### src/rtl/bloque_switches_pkg.sv
// Shared peripheral constants for the switch/button block: register
// offsets, field positions inside the status word and the event count.
package bloque_switches_pkg;

    // Register offsets relative to the block base address
    localparam int OFF_STATUS = 0;
    localparam int OFF_EVENT  = 4;

    // Status word layout: sw in the low bits, btn right above
    localparam int SW_LSB  = 0;
    localparam int SW_W    = 16;
    localparam int BTN_LSB = 16;
    localparam int BTN_W   = 5;

    // One sticky event bit per push-button
    localparam int NUM_EV  = BTN_W;

    // Total number of debounced inputs
    localparam int NUM_IN  = SW_W + BTN_W;

    // What the bus read on this cycle selects
    typedef enum logic [1:0] {
        RD_NONE   = 2'd0,
        RD_STATUS = 2'd1,
        RD_EVENT  = 2'd2
    } rd_sel_t;

endpackage

### src/rtl/bloque_switches_antirrebote.sv
// Synchronizer plus debouncer for a single raw board input.
// The stable output only changes after the synchronized input has
// disagreed with it for DEBOUNCE_CYCLES consecutive clk cycles.
module antirrebote #(
    parameter int DEBOUNCE_CYCLES = 100000
) (
    input  logic clk,
    input  logic rst,
    input  logic din,
    output logic stable,
    output logic rise
);

    // A count of DEBOUNCE_CYCLES-1 is the largest value ever held, so
    // clog2 bits are enough and the counter never wraps.
    localparam int CW = (DEBOUNCE_CYCLES > 1) ? $clog2(DEBOUNCE_CYCLES) : 1;
    localparam logic [CW-1:0] CNT_MAX = CW'(DEBOUNCE_CYCLES - 1);

    logic          meta;
    logic          sync;
    logic [CW-1:0] cnt;
    logic          done;

    assign done = (cnt == CNT_MAX);

    // Two-flop synchronizer for the asynchronous board input
    // NOTE: sequential state uses <= so every flop samples pre-edge values;
    // with = the second stage would copy din in the same cycle and the
    // synchronizer would collapse to one flop.
    always_ff @(posedge clk or posedge rst) begin
        if (rst) begin
            meta <= 1'b0;
            sync <= 1'b0;
        end else begin
            meta <= din;
            sync <= meta;
        end
    end

    // Count consecutive disagreeing cycles; commit the new value at the limit
    always_ff @(posedge clk or posedge rst) begin
        if (rst) begin
            cnt    <= '0;
            stable <= 1'b0;
        end else if (sync == stable) begin
            cnt <= '0;
        end else if (done) begin
            stable <= sync;
            cnt    <= '0;
        end else begin
            cnt <= cnt + 1'b1;
        end
    end

    // High in the cycle whose edge will move stable from 0 to 1, so the
    // parent can register an event on the same edge stable rises.
    assign rise = ~stable & sync & done;

endmodule

### src/rtl/bloque_switches.sv
// Memory-mapped switch and push-button peripheral: debounces 16 switches
// and 5 buttons, exposes them in a status register, and latches sticky
// button-press events that raise irq until cleared by read or write.
module bloque_switches
    import bloque_switches_pkg::*;
#(
    parameter int          ANCHO           = 32,
    parameter int unsigned DIRINTERNO      = 'h314,
    parameter int          DEBOUNCE_CYCLES = 100000
) (
    input  logic             clk,
    input  logic             rst,
    input  logic [ANCHO-1:0] Dir,
    input  logic [ANCHO-1:0] Entrada,
    input  logic             RE,
    input  logic             WE,
    input  logic [15:0]      sw,
    input  logic [4:0]       btn,
    output logic [ANCHO-1:0] Salida,
    output logic             Listo,
    output logic             irq
);

    localparam logic [ANCHO-1:0] DIR_STATUS = ANCHO'(DIRINTERNO + OFF_STATUS);
    localparam logic [ANCHO-1:0] DIR_EVENT  = ANCHO'(DIRINTERNO + OFF_EVENT);

    logic [NUM_IN-1:0] raw;
    logic [NUM_IN-1:0] stable;
    logic [NUM_IN-1:0] rise_all;
    logic [SW_W-1:0]   sw_stable;
    logic [BTN_W-1:0]  btn_stable;
    logic [BTN_W-1:0]  btn_rise;

    logic [NUM_EV-1:0] ev;
    logic [NUM_EV-1:0] ev_clr;
    logic [NUM_EV-1:0] ev_next;
    rd_sel_t           rd_sel;
    logic [ANCHO-1:0]  status;
    logic [ANCHO-1:0]  rdata;

    // Switch events are not used and the write mask only has NUM_EV bits
    logic unused_bits;
    assign unused_bits = ^{Entrada[ANCHO-1:NUM_EV], rise_all[SW_W-1:0]};

    assign raw        = {btn, sw};
    assign sw_stable  = stable[SW_W-1:0];
    assign btn_stable = stable[NUM_IN-1:SW_W];
    assign btn_rise   = rise_all[NUM_IN-1:SW_W];

    // One synchronizer+debouncer per raw input bit
    for (genvar gi = 0; gi < NUM_IN; gi++) begin : g_deb
        antirrebote #(
            .DEBOUNCE_CYCLES(DEBOUNCE_CYCLES)
        ) u_deb (
            .clk   (clk),
            .rst   (rst),
            .din   (raw[gi]),
            .stable(stable[gi]),
            .rise  (rise_all[gi])
        );
    end

    // Bus decode, read mux and next event state
    // NOTE: every output of this block gets a default first, so no path
    // leaves a variable unassigned and no latch is inferred.
    always_comb begin
        rd_sel = RD_NONE;
        ev_clr = '0;
        status = '0;
        rdata  = '0;

        status[SW_LSB  +: SW_W]  = sw_stable;
        status[BTN_LSB +: BTN_W] = btn_stable;

        if (RE && Dir == DIR_STATUS) begin
            rd_sel = RD_STATUS;
        end else if (RE && Dir == DIR_EVENT) begin
            rd_sel = RD_EVENT;
        end

        // The read returns the pre-clear ev; both clear masks then combine
        case (rd_sel)
            RD_STATUS: rdata = status;
            RD_EVENT: begin
                rdata[NUM_EV-1:0] = ev;
                ev_clr            = '1;
            end
            default:   rdata = '0;
        endcase

        if (WE && Dir == DIR_EVENT) begin
            ev_clr = ev_clr | Entrada[NUM_EV-1:0];
        end

        // A rise on the clearing edge wins over the clear
        ev_next = (ev & ~ev_clr) | btn_rise;
    end

    // Registered read data, ready pulse, sticky events and interrupt
    always_ff @(posedge clk or posedge rst) begin
        if (rst) begin
            Salida <= '0;
            Listo  <= 1'b0;
            ev     <= '0;
            irq    <= 1'b0;
        end else begin
            Salida <= rdata;
            Listo  <= (rd_sel != RD_NONE);
            ev     <= ev_next;
            irq    <= |ev_next;
        end
    end

endmodule

### config.mk
export PLATFORM = sky130hd
export DESIGN_NAME = bloque_switches
export DESIGN_NICKNAME = d
export VERILOG_FILES = /design/src/rtl/bloque_switches_pkg.sv /design/src/rtl/bloque_switches_antirrebote.sv /design/src/rtl/bloque_switches.sv
export SDC_FILE = /design/constraint.sdc
export NUM_CORES = 1
export LEC_CHECK = 0
export ABC_AREA = 1
export CAP_MARGIN = 20
export CORE_ASPECT_RATIO = 0.6
export CORE_MARGIN = 3
export CORE_UTILIZATION = 35
export CTS_CLUSTER_DIAMETER = 200
export DETAILED_ROUTE_END_ITERATION = 10
export PLACE_DENSITY = 0.51
export SYNTH_ARGS = -nofsm -noshare
export SYNTH_HDL_FRONTEND = slang
export SYNTH_SLANG_ARGS = --single-unit
### constraint.sdc
create_clock -name clk -period 13.68 [get_ports clk]
set_input_delay 2.052 -clock clk [delete_from_list [all_inputs] [get_ports clk]]
set_output_delay 2.052 -clock clk [all_outputs]
set_load 0.005 [all_outputs]
==> impl_metrics.toml, run 1 <==
[synth]
synthAdderAreaFrac_pct = 1.46
avgSynthCellArea_um2 = 8.67
synth_compound_area_share_pct = 6.04
ys.flop_type = "dfrtp_1"
synth.most_common_cell = "dfrtp_1"
syn_inst = 2568
synth_xor_area_share_pct = 3.81
synth_common_cells = "448 x dfrtp_1, 368 x inv_1, 359 x nand2_1"
synth_area_um2 = 22300
async_flop_share_pct = 100
synth_top_family_by_area = "simple AND/OR/NAND/NOR gates"
ys_types = 45
ys_warn_count = 0
synth-simple-area-share_pct = 30.7
yosysTopAreaCell = "dfrtp_1"
synthTopCellsByArea = "dfrtp_1 50%, inv_1 6.2%, nand2_1 6.0%"
seq_area_frac_synth_pct = 50.3
synth_top_area_share_pct = 50.3
synth.area.mux_share_pct = 0.758
synth_edf_count = 0
ys_ff_latch = 448

[timing]
skew_ns = 0.0216
finalCritPeriodShare_pct = 30.2
worst_pin_slew_ns = 0.931
slew_headroom_pct = 37.9
slew_viol_final = 0
rsz0062_at_grt = "no"
fmax_mhz = 242
setup_viol = 0
finalSetupTns_ns = 0
hold_viol_final = 0
fin_crit_ns = 4.13

[drt]
postRouteAntennaNets = 0
drc = 0
via_count = 17300
via_per_inst = 4.86
drt-initial-drc-count = 1425
dr.pass1.iters = 5
drt_wl_total_mm = 48.0
wire_per_inst_um = 13.5

[clock_tree]
cts_htree_levels = 2
cts_tree = "yes"
cts_buffers = 46
clk_path_buf_depth = 3
clk_latency_ns = 0.58
cts-root-buf = "clkbuf_16"
cts_setup_buffers = 0
clock_sinks = 448
clk_pin_slew_ns = 0.06
post_cts_resized = 0
cts_hold_buf = 0

[setup_path]
crit_buf_inv = 4
startpoint_type = "primary input"
cp_cell_sequence = "clkdlybuf4s50_1, clkinvlp_4, buf_12, buf_4"
cp.required_ns = 14.26
cp-end-kind = "async pin"
cp_slowest_stage_delay_ns = 0.84
crit_family = "buffers and inverters"
cp.arrival_ns = 4.71
crit_path_max_fanout = 153
critPathKind = "in2async"
slowest_stage = "buf_4"

[finish]
diodes = 0
fin_nets = 2813
n_fill_cell = 6066
drive_gt1_share_pct = 9.80
finalInstanceArea_um2 = 25800
area_growth_pct = 16.0

[power]
combPwrFrac_pct = 3.7
ir_drop_v = 0.0000790
cellLeakagePower_nw = 10.9
p_clk_share_pct = 48.3
power_density_nw_per_um2 = 110
internal-power_mw = 2.22
p_switching_uw = 619
p_total_mw = 2.84
seqPwrFrac_pct = 48.0
switching_share_pct = 21.8

[placement]
io_buffers = 84
dp_hpwl_mm = 34.3
place_area_um2 = 24100
gp_congestion = 0.853

[global_routing]
grt_usage_pct = 14.5
grt-ovfl-total = 0
grt_pass1_wl_mm = 83.1
grt_max_degree = 154
antenna_found_initial = 0
grt_pass1_vias = 16500

[flow_run]
maxCapViolations = 0

[die]
ios = 123
rows = 70
core_area_um2 = 61900
start_util_pct = 36.0
die_w_um = 332
die_area_um2 = 66800
dieHeight_um = 201

[run_status]
status = "finished clean"

[min_path]
hp-class = "reg2reg"
metrics by stage:
| step | setup WS (ns) | instances | hold WS (ns) | util, % |
|---|---|---|---|---|
| 4_1_cts | 9.24 | 3563 | 0.343 | 41.7 |
| 3_3_place_gp | 8.63 | 3477 | 0.333 | 39.0 |
| 2_1_floorplan | 5.57 | 2578 | 0.331 | - |
| 6_report | 9.55 | 3564 | 0.342 | 41.7 |
| 5_1_grt | 9.12 | 3564 | 0.348 | 41.7 |
| 3_5_place_dp | 8.61 | 3477 | 0.335 | 39.0 |
kinds of logic after synthesis:
group,Yosys count
compound gates,239
xor+xnor,97
fa+ha+maj,26
buf+inv,398
flops,448
mux,15
other cells,1
simple gates,1344
worst paths after layout:
check | from | to | depth (start not counted) | slack (ns)
max in group clk | Dir[9] | Salida[0] | 8 | 9.78
hold reg to reg | g_deb[18].u_deb.meta | g_deb[18].u_deb.sync | 0 | 0.34
setup reg to reg | g_deb[19].u_deb.cnt[13] | g_deb[19].u_deb.cnt[13] | 8 | 11.80
hold / removal | g_deb[18].u_deb.meta | g_deb[18].u_deb.sync | 0 | 0.34
setup / recovery | rst | g_deb[0].u_deb.cnt[16] | 4 | 9.55
min in group asynchronous | rst | g_deb[8].u_deb.cnt[5] | 2 | 1.98
state kept, by name, summed over array words and instances (netlist names):
name / flops
g_deb.u_deb.cnt: 357
g_deb.u_deb.stable: 21
Salida: 21
ev: 5
Listo: 1
irq: 1
g_deb.u_deb.meta: 21
g_deb.u_deb.sync: 21
layout make-up:
cell class,instances,area (um2),area share (%)
Sequential cell,448,11200,43.4
Multi-Input combinational cell,1732,9560,37.0
Inverter,379,1430,5.52
Clock buffer,64,1330,5.14
Tap cell,828,1040,4.01
Timing Repair Buffer,91,926,3.58
Clock inverter,22,340,1.32
layout by cell type (no fill, tap or decap), drive strengths merged, types with 63 or more instances in the layout:
cell	Yosys	layout
dfrtp	448	448
clkbuf	6	64
nand4	118	118
nand3	162	162
clkdlybuf4s50	0	84
xor2	72	72
a21oi	118	118
nor3	134	134
o21ai	63	63
nor4	76	76
nor2	411	411
inv	378	380
nand2	378	378
routing by layer:
layer | GRT usage, % | routed length [um] | vias to the layer above
li1 | - | - | 8783
met1 | 23.3 | 26200 | 8155
met2 | 19.8 | 18900 | 336
met3 | 2.46 | 2200 | 56
met4 | 3.55 | 801 | 0
met5 | 0 | 0 | -
power groups by stage:
stage / Combinational (mW) / Clock, mW / Sequential [mW]
global route: 0.123 / 1.48 / 1.36
global placement: 0.106 / 0 / 1.38
finish: 0.105 / 1.37 / 1.36
CTS: 0.108 / 1.43 / 1.36
floorplan: 0.0679 / 0 / 1.38
detailed placement: 0.108 / 0 / 1.39
No activity file was read; power rests on OpenSTA's default activity.
==> run 2: changes to the inputs <==
--- a/config.mk
+++ b/config.mk
@@ -12,7 +12,7 @@
 export CORE_UTILIZATION = 35
 export CTS_CLUSTER_DIAMETER = 200
 export DETAILED_ROUTE_END_ITERATION = 10
-export PLACE_DENSITY = 0.51
+export PLACE_DENSITY = 0.49
 export SYNTH_ARGS = -nofsm -noshare
 export SYNTH_HDL_FRONTEND = slang
 export SYNTH_SLANG_ARGS = --single-unit
==> constraint.sdc (replaced) <==
create_clock -name clk -period 3.9 [get_ports clk]
set_input_delay 0.585 -clock clk [delete_from_list [all_inputs] [get_ports clk]]
set_output_delay 0.585 -clock clk [all_outputs]
set_load 0.005 [all_outputs]
==> run 2 against run 1 <==
Wire length fell by 0.59%. Sequential power rose to 3.5 times the previous value. Largest power group is now sequential cells. Count of clock-buffer cells in the layout rose by 2. Setup slack got worse by 7.7 ns. Via count rose by 0.14%.
==> impl_metrics.toml, run 2 (synthesis gave the netlist of run 1 again) <==
[run_status]
status = "finished clean"

[die]
dieHeight_um = 201
core_area_um2 = 61900
ios = 123
start_util_pct = 36.0
rows = 70
die_area_um2 = 66800
die_w_um = 332

[clock_tree]
cts-root-buf = "clkbuf_16"
clk_pin_slew_ns = 0.06
clock_sinks = 448
clk_path_buf_depth = 3
cts_setup_buffers = 0
post_cts_resized = 0
cts_tree = "yes"
cts_buffers = 48
cts_hold_buf = 0
clk_latency_ns = 0.57
cts_htree_levels = 2

[power]
p_clk_share_pct = 47.3
switching_share_pct = 22.7
ir_drop_v = 0.000248
cellLeakagePower_nw = 10.9
seqPwrFrac_pct = 48.8
power_density_nw_per_um2 = 378
p_switching_mw = 2.22
p_total_mw = 9.78
internal-power_mw = 7.56
combPwrFrac_pct = 3.9

[global_routing]
grt_max_degree = 116
grt_pass1_wl_mm = 82.6
grt_pass1_vias = 16500
antenna_found_initial = 1
grt-ovfl-total = 0
grt_usage_pct = 14.4

[min_path]
hp-class = "reg2reg"

[drt]
drc = 0
via_per_inst = 4.86
wire_per_inst_um = 13.4
drt_wl_total_mm = 47.8
dr.pass1.iters = 5
via_count = 17400
postRouteAntennaNets = 0
drt-initial-drc-count = 1347

[timing]
slew_headroom_pct = 57.0
whs_ns = 0.347
worst_pin_slew_ns = 0.643
setup_viol = 0
finalCritPeriodShare_pct = 52.8
rsz0062_at_grt = "no"
setup_ws_ns = 1.84
fmax_mhz = 486
fin_crit_ns = 2.06
slew_viol_final = 0
skew_ns = 0.0130
hold_viol_final = 0

[setup_path]
slowest_stage = "clkdlybuf4s50_1"
critPathKind = "reg2out"
cp-end-kind = "output port"
cp.required_ns = 3.31
cp_cell_sequence = "clkdlybuf4s50_1"
crit_family = "buffers and inverters"
cp.arrival_ns = 1.47
startpoint_type = "flip-flop"
cp_slowest_stage_delay_ns = 0.53
crit_path_max_fanout = 1
crit_buf_inv = 1

[finish]
drive_gt1_share_pct = 9.88
final_util_pct = 41.7
max_flop_register = "g_deb.u_deb.cnt"
fin_nets = 2820
largest_reg_flops = 357
area_growth_pct = 16.0
final_cells = 3571
diodes = 0
final_cell_mix = "448 x dfrtp_1, 367 x inv_1, 359 x nand2_1"
mostFrequentLayoutCell = "dfrtp_1"

[placement]
dpl.cell_count = 3483
dp_hpwl_mm = 34.1
gp_congestion = 0.846
io_buffers = 84
preCtsSetupSlack_ns = 1.54

[flow_run]
maxCapViolations = 0
[run 2: layout make-up]
type | instances | area (um2)
fill | 6091 | 36100
timing repair buffer | 96 | 1010
clock buffer | 66 | 1350
inverter | 379 | 1430
sequential | 448 | 11200
clock inverter | 22 | 236
tap | 828 | 1040
multi-input combinational | 1732 | 9560
[run 2: worst paths after layout]
| check | from | to | slack [ns] | depth (start not counted) |
|---|---|---|---|---|
| setup / recovery | Salida[5] | Salida[5] | 1.84 | 1 |
| hold reg to reg | g_deb[11].u_deb.meta | g_deb[11].u_deb.sync | 0.35 | 0 |
| min in group asynchronous | rst | g_deb[11].u_deb.cnt[13] | 0.46 | 2 |
| max in group asynchronous | rst | g_deb[6].u_deb.cnt[14] | 2.41 | 3 |
| hold / removal | g_deb[11].u_deb.meta | g_deb[11].u_deb.sync | 0.35 | 0 |
| setup reg to reg | g_deb[3].u_deb.cnt[0] | g_deb[3].u_deb.cnt[16] | 2.07 | 8 |
[run 2: layer usage]
layer / vias to the layer above / share of wire, % / GRT usage, %
met4: 2 / 2.2 / 3.72
met5: - / 0.027 / 0
li1: 8810 / - / -
met3: 73 / 4.5 / 2.58
met1: 8146 / 54 / 22.9
met2: 323 / 39 / 19.7
[run 2: metrics by stage]
step,setup TNS [ns],cell area [um2]
after floorplan,-1228.48,22300
after global placement,0,24200
after detailed placement,0,24200
after CTS,0,25800
after global routing,0,25800
final,0,25800
[run 2: power by group through the flow]
stage	logic (mW)	clock network [mW]	registers, mW
floorplan	0.238	0	4.85
global route	0.441	5.03	4.78
detailed placement	0.390	0	4.86
finish	0.377	4.62	4.77
CTS	0.393	4.83	4.77
global placement	0.388	0	4.86
==> run 3: changes to the inputs <==
==> constraint.sdc (replaced) <==
create_clock -name clk -period 2 [get_ports clk]
set_input_delay 0.3 -clock clk [delete_from_list [all_inputs] [get_ports clk]]
set_output_delay 0.3 -clock clk [all_outputs]
set_load 0.005 [all_outputs]
==> run 3 against run 2 <==
Critical path depth grew 7. Largest power group unchanged. Sequential share of layout area is 0.33 points lower. Sequential power is 95% higher. Hold slack worse by 0.19 ns. Critical path type is now reg2reg. Cell area grew 0.76%. Wire length shrank 0.14%. Total power rose by 93%.
==> impl_metrics.toml, run 3 (synthesis gave the netlist of run 1 again) <==
[timing]
hold_viol_final = 0
fmax_mhz = 544
skew_ns = 0.0193
slew_headroom_pct = 66.7
slew_viol_final = 0
finalSetupTns_ns = 0
finalCritPeriodShare_pct = 92.0
fin_crit_ns = 1.84
worst_pin_slew_ns = 0.495
rsz0062_at_grt = "no"
setup_viol = 0

[drt]
postRouteAntennaNets = 0
dr.pass1.iters = 5
wire_per_inst_um = 13.3
via_count = 17300
drc = 0
drt-initial-drc-count = 1523
via_per_inst = 4.83
drt_wl_total_mm = 47.7

[clock_tree]
cts_tree = "yes"
clock_sinks = 448
post_cts_resized = 0
cts_hold_buf = 0
cts_htree_levels = 2
clk_latency_ns = 0.57
cts_buffers = 47
cts_setup_buffers = 0
clk_path_buf_depth = 3
cts-root-buf = "clkbuf_16"
clk_pin_slew_ns = 0.06

[global_routing]
antenna_found_initial = 0
grt-busiest-layer = "met1"
grtUsageMet3_pct = 2.50
grt-ovfl-total = 0
grt_pass1_wl_mm = 83.0
globalRouteMet1Util_pct = 23.1
grt_pass1_vias = 16600
grt_usage_pct = 14.5
grtUsageMet2_pct = 20.2
grt_max_degree = 68

[die]
die_area_um2 = 66800
core_area_um2 = 61900
ios = 123
dieHeight_um = 201
die_w_um = 332
rows = 70
start_util_pct = 36.0

[finish]
area_growth_pct = 16.8
final_util_pct = 42.0
finalInstanceArea_um2 = 26000
largest_reg_flops = 357
drive_gt1_share_pct = 10.5
fin_nets = 2841
diodes = 0
mostFrequentLayoutCell = "dfrtp_1"
n_fill_cell = 6048
final_cell_mix = "448 x dfrtp_1, 367 x inv_1, 359 x nand2_1"
max_flop_register = "g_deb.u_deb.cnt"

[setup_path]
slowest_stage = "dfrtp_1"
r2r-start = "g_deb[13].u_deb.cnt[0]"
cp-end-kind = "flip-flop"
cp_cell_sequence = "ha_1, nand3_2, nor2_2, nand3_2, nor3_2, nand3_2, nor3_1, nor3_1"
reg2reg_to = "g_deb[13].u_deb.cnt[16]"
cp.arrival_ns = 2.28
cpMostUsedCell = "nand3_2"
cp_slowest_stage_delay_ns = 0.37
critPathKind = "reg2reg"
r2r_slack_ns = 0.16
cp.required_ns = 2.44
worstRegToRegCells = 8
crit_buf_inv = 0
crit_family = "simple AND/OR/NAND/NOR gates"
startpoint_type = "flip-flop"
crit_path_max_fanout = 4

[power]
switching_share_pct = 22.6
power_density_nw_per_um2 = 726
combPwrFrac_pct = 4.1
internal-power_mw = 14.6
seqPwrFrac_pct = 49.3
p_total_mw = 18.9
cellLeakagePower_nw = 11.1
ir_drop_v = 0.000631
p_clk_share_pct = 46.5
p_switching_mw = 4.27

[placement]
dp_hpwl_mm = 34.3
io_buffers = 84
gp_congestion = 0.872
place_area_um2 = 24500

[flow_run]
maxCapViolations = 0

[run_status]
status = "finished clean"

[min_path]
hp-class = "in2async"
-- run 3: changes by cell type in the layout (fill, tap and decap cells not counted), moves of 2 or more --
cell / previous run / this run
buf_12: 6 / 11
buf_4: 6 / 23
bufinv_16: 4 / 2
clkbuf_1: 11 / 13
clkbuf_8: 6 / 11
clkinv_2: 10 / 7
clkinv_4: 3 / 0
-- run 3: layout make-up --
class	count	area (um2)	area share (%)
Sequential cell	448	11200	43.1
Multi-Input combinational cell	1732	9580	36.8
Inverter	379	1430	5.48
Clock buffer	72	1400	5.38
Timing Repair Buffer	118	1230	4.74
Tap cell	828	1040	3.98
Clock inverter	14	143	0.548
-- run 3: metrics by stage --
step	hold WS [ns]	instances	setup slack [ns]
CTS	0.117	3591	0.151
finish	0.160	3591	0.161
global placement	0.334	3505	0.0139
floorplan	0.331	2578	-4.36
global route	0.119	3591	0.0245
detailed placement	0.335	3505	0.0291
-- run 3: metal layers --
layer  share of wire, %  wire length, um
met5                  0                0
met4                1.6              779
met3                4.5             2150
met2                 39            18700
met1                 55            26000
-- run 3: worst max path at each step --
stage | from | end | slack [ns] | cells after the start
global route | g_deb[18].u_deb.cnt[0] | g_deb[18].u_deb.cnt[14] | 0.02 | 10
floorplan | rst | Listo | -4.36 | 1
finish | g_deb[13].u_deb.cnt[0] | g_deb[13].u_deb.cnt[16] | 0.16 | 8
detailed placement | Dir[31] | irq | 0.03 | 11
global placement | Dir[17] | irq | 0.01 | 11
CTS | Salida[5] | Salida[5] | 0.15 | 1
-- run 3: worst min-delay path, delay by kind of cell --
family / cells / cell delay, ns
buffers and inverters: 3 / 0.79
-- run 3: power groups by stage --
stage / combinational [mW] / sequential [mW] / clock, mW
after global routing: 0.911 / 9.33 / 9.58
after CTS: 0.812 / 9.31 / 9.18
after global placement: 0.800 / 9.47 / 0
after detailed placement: 0.806 / 9.48 / 0
final: 0.782 / 9.31 / 8.79
after floorplan: 0.465 / 9.46 / 0
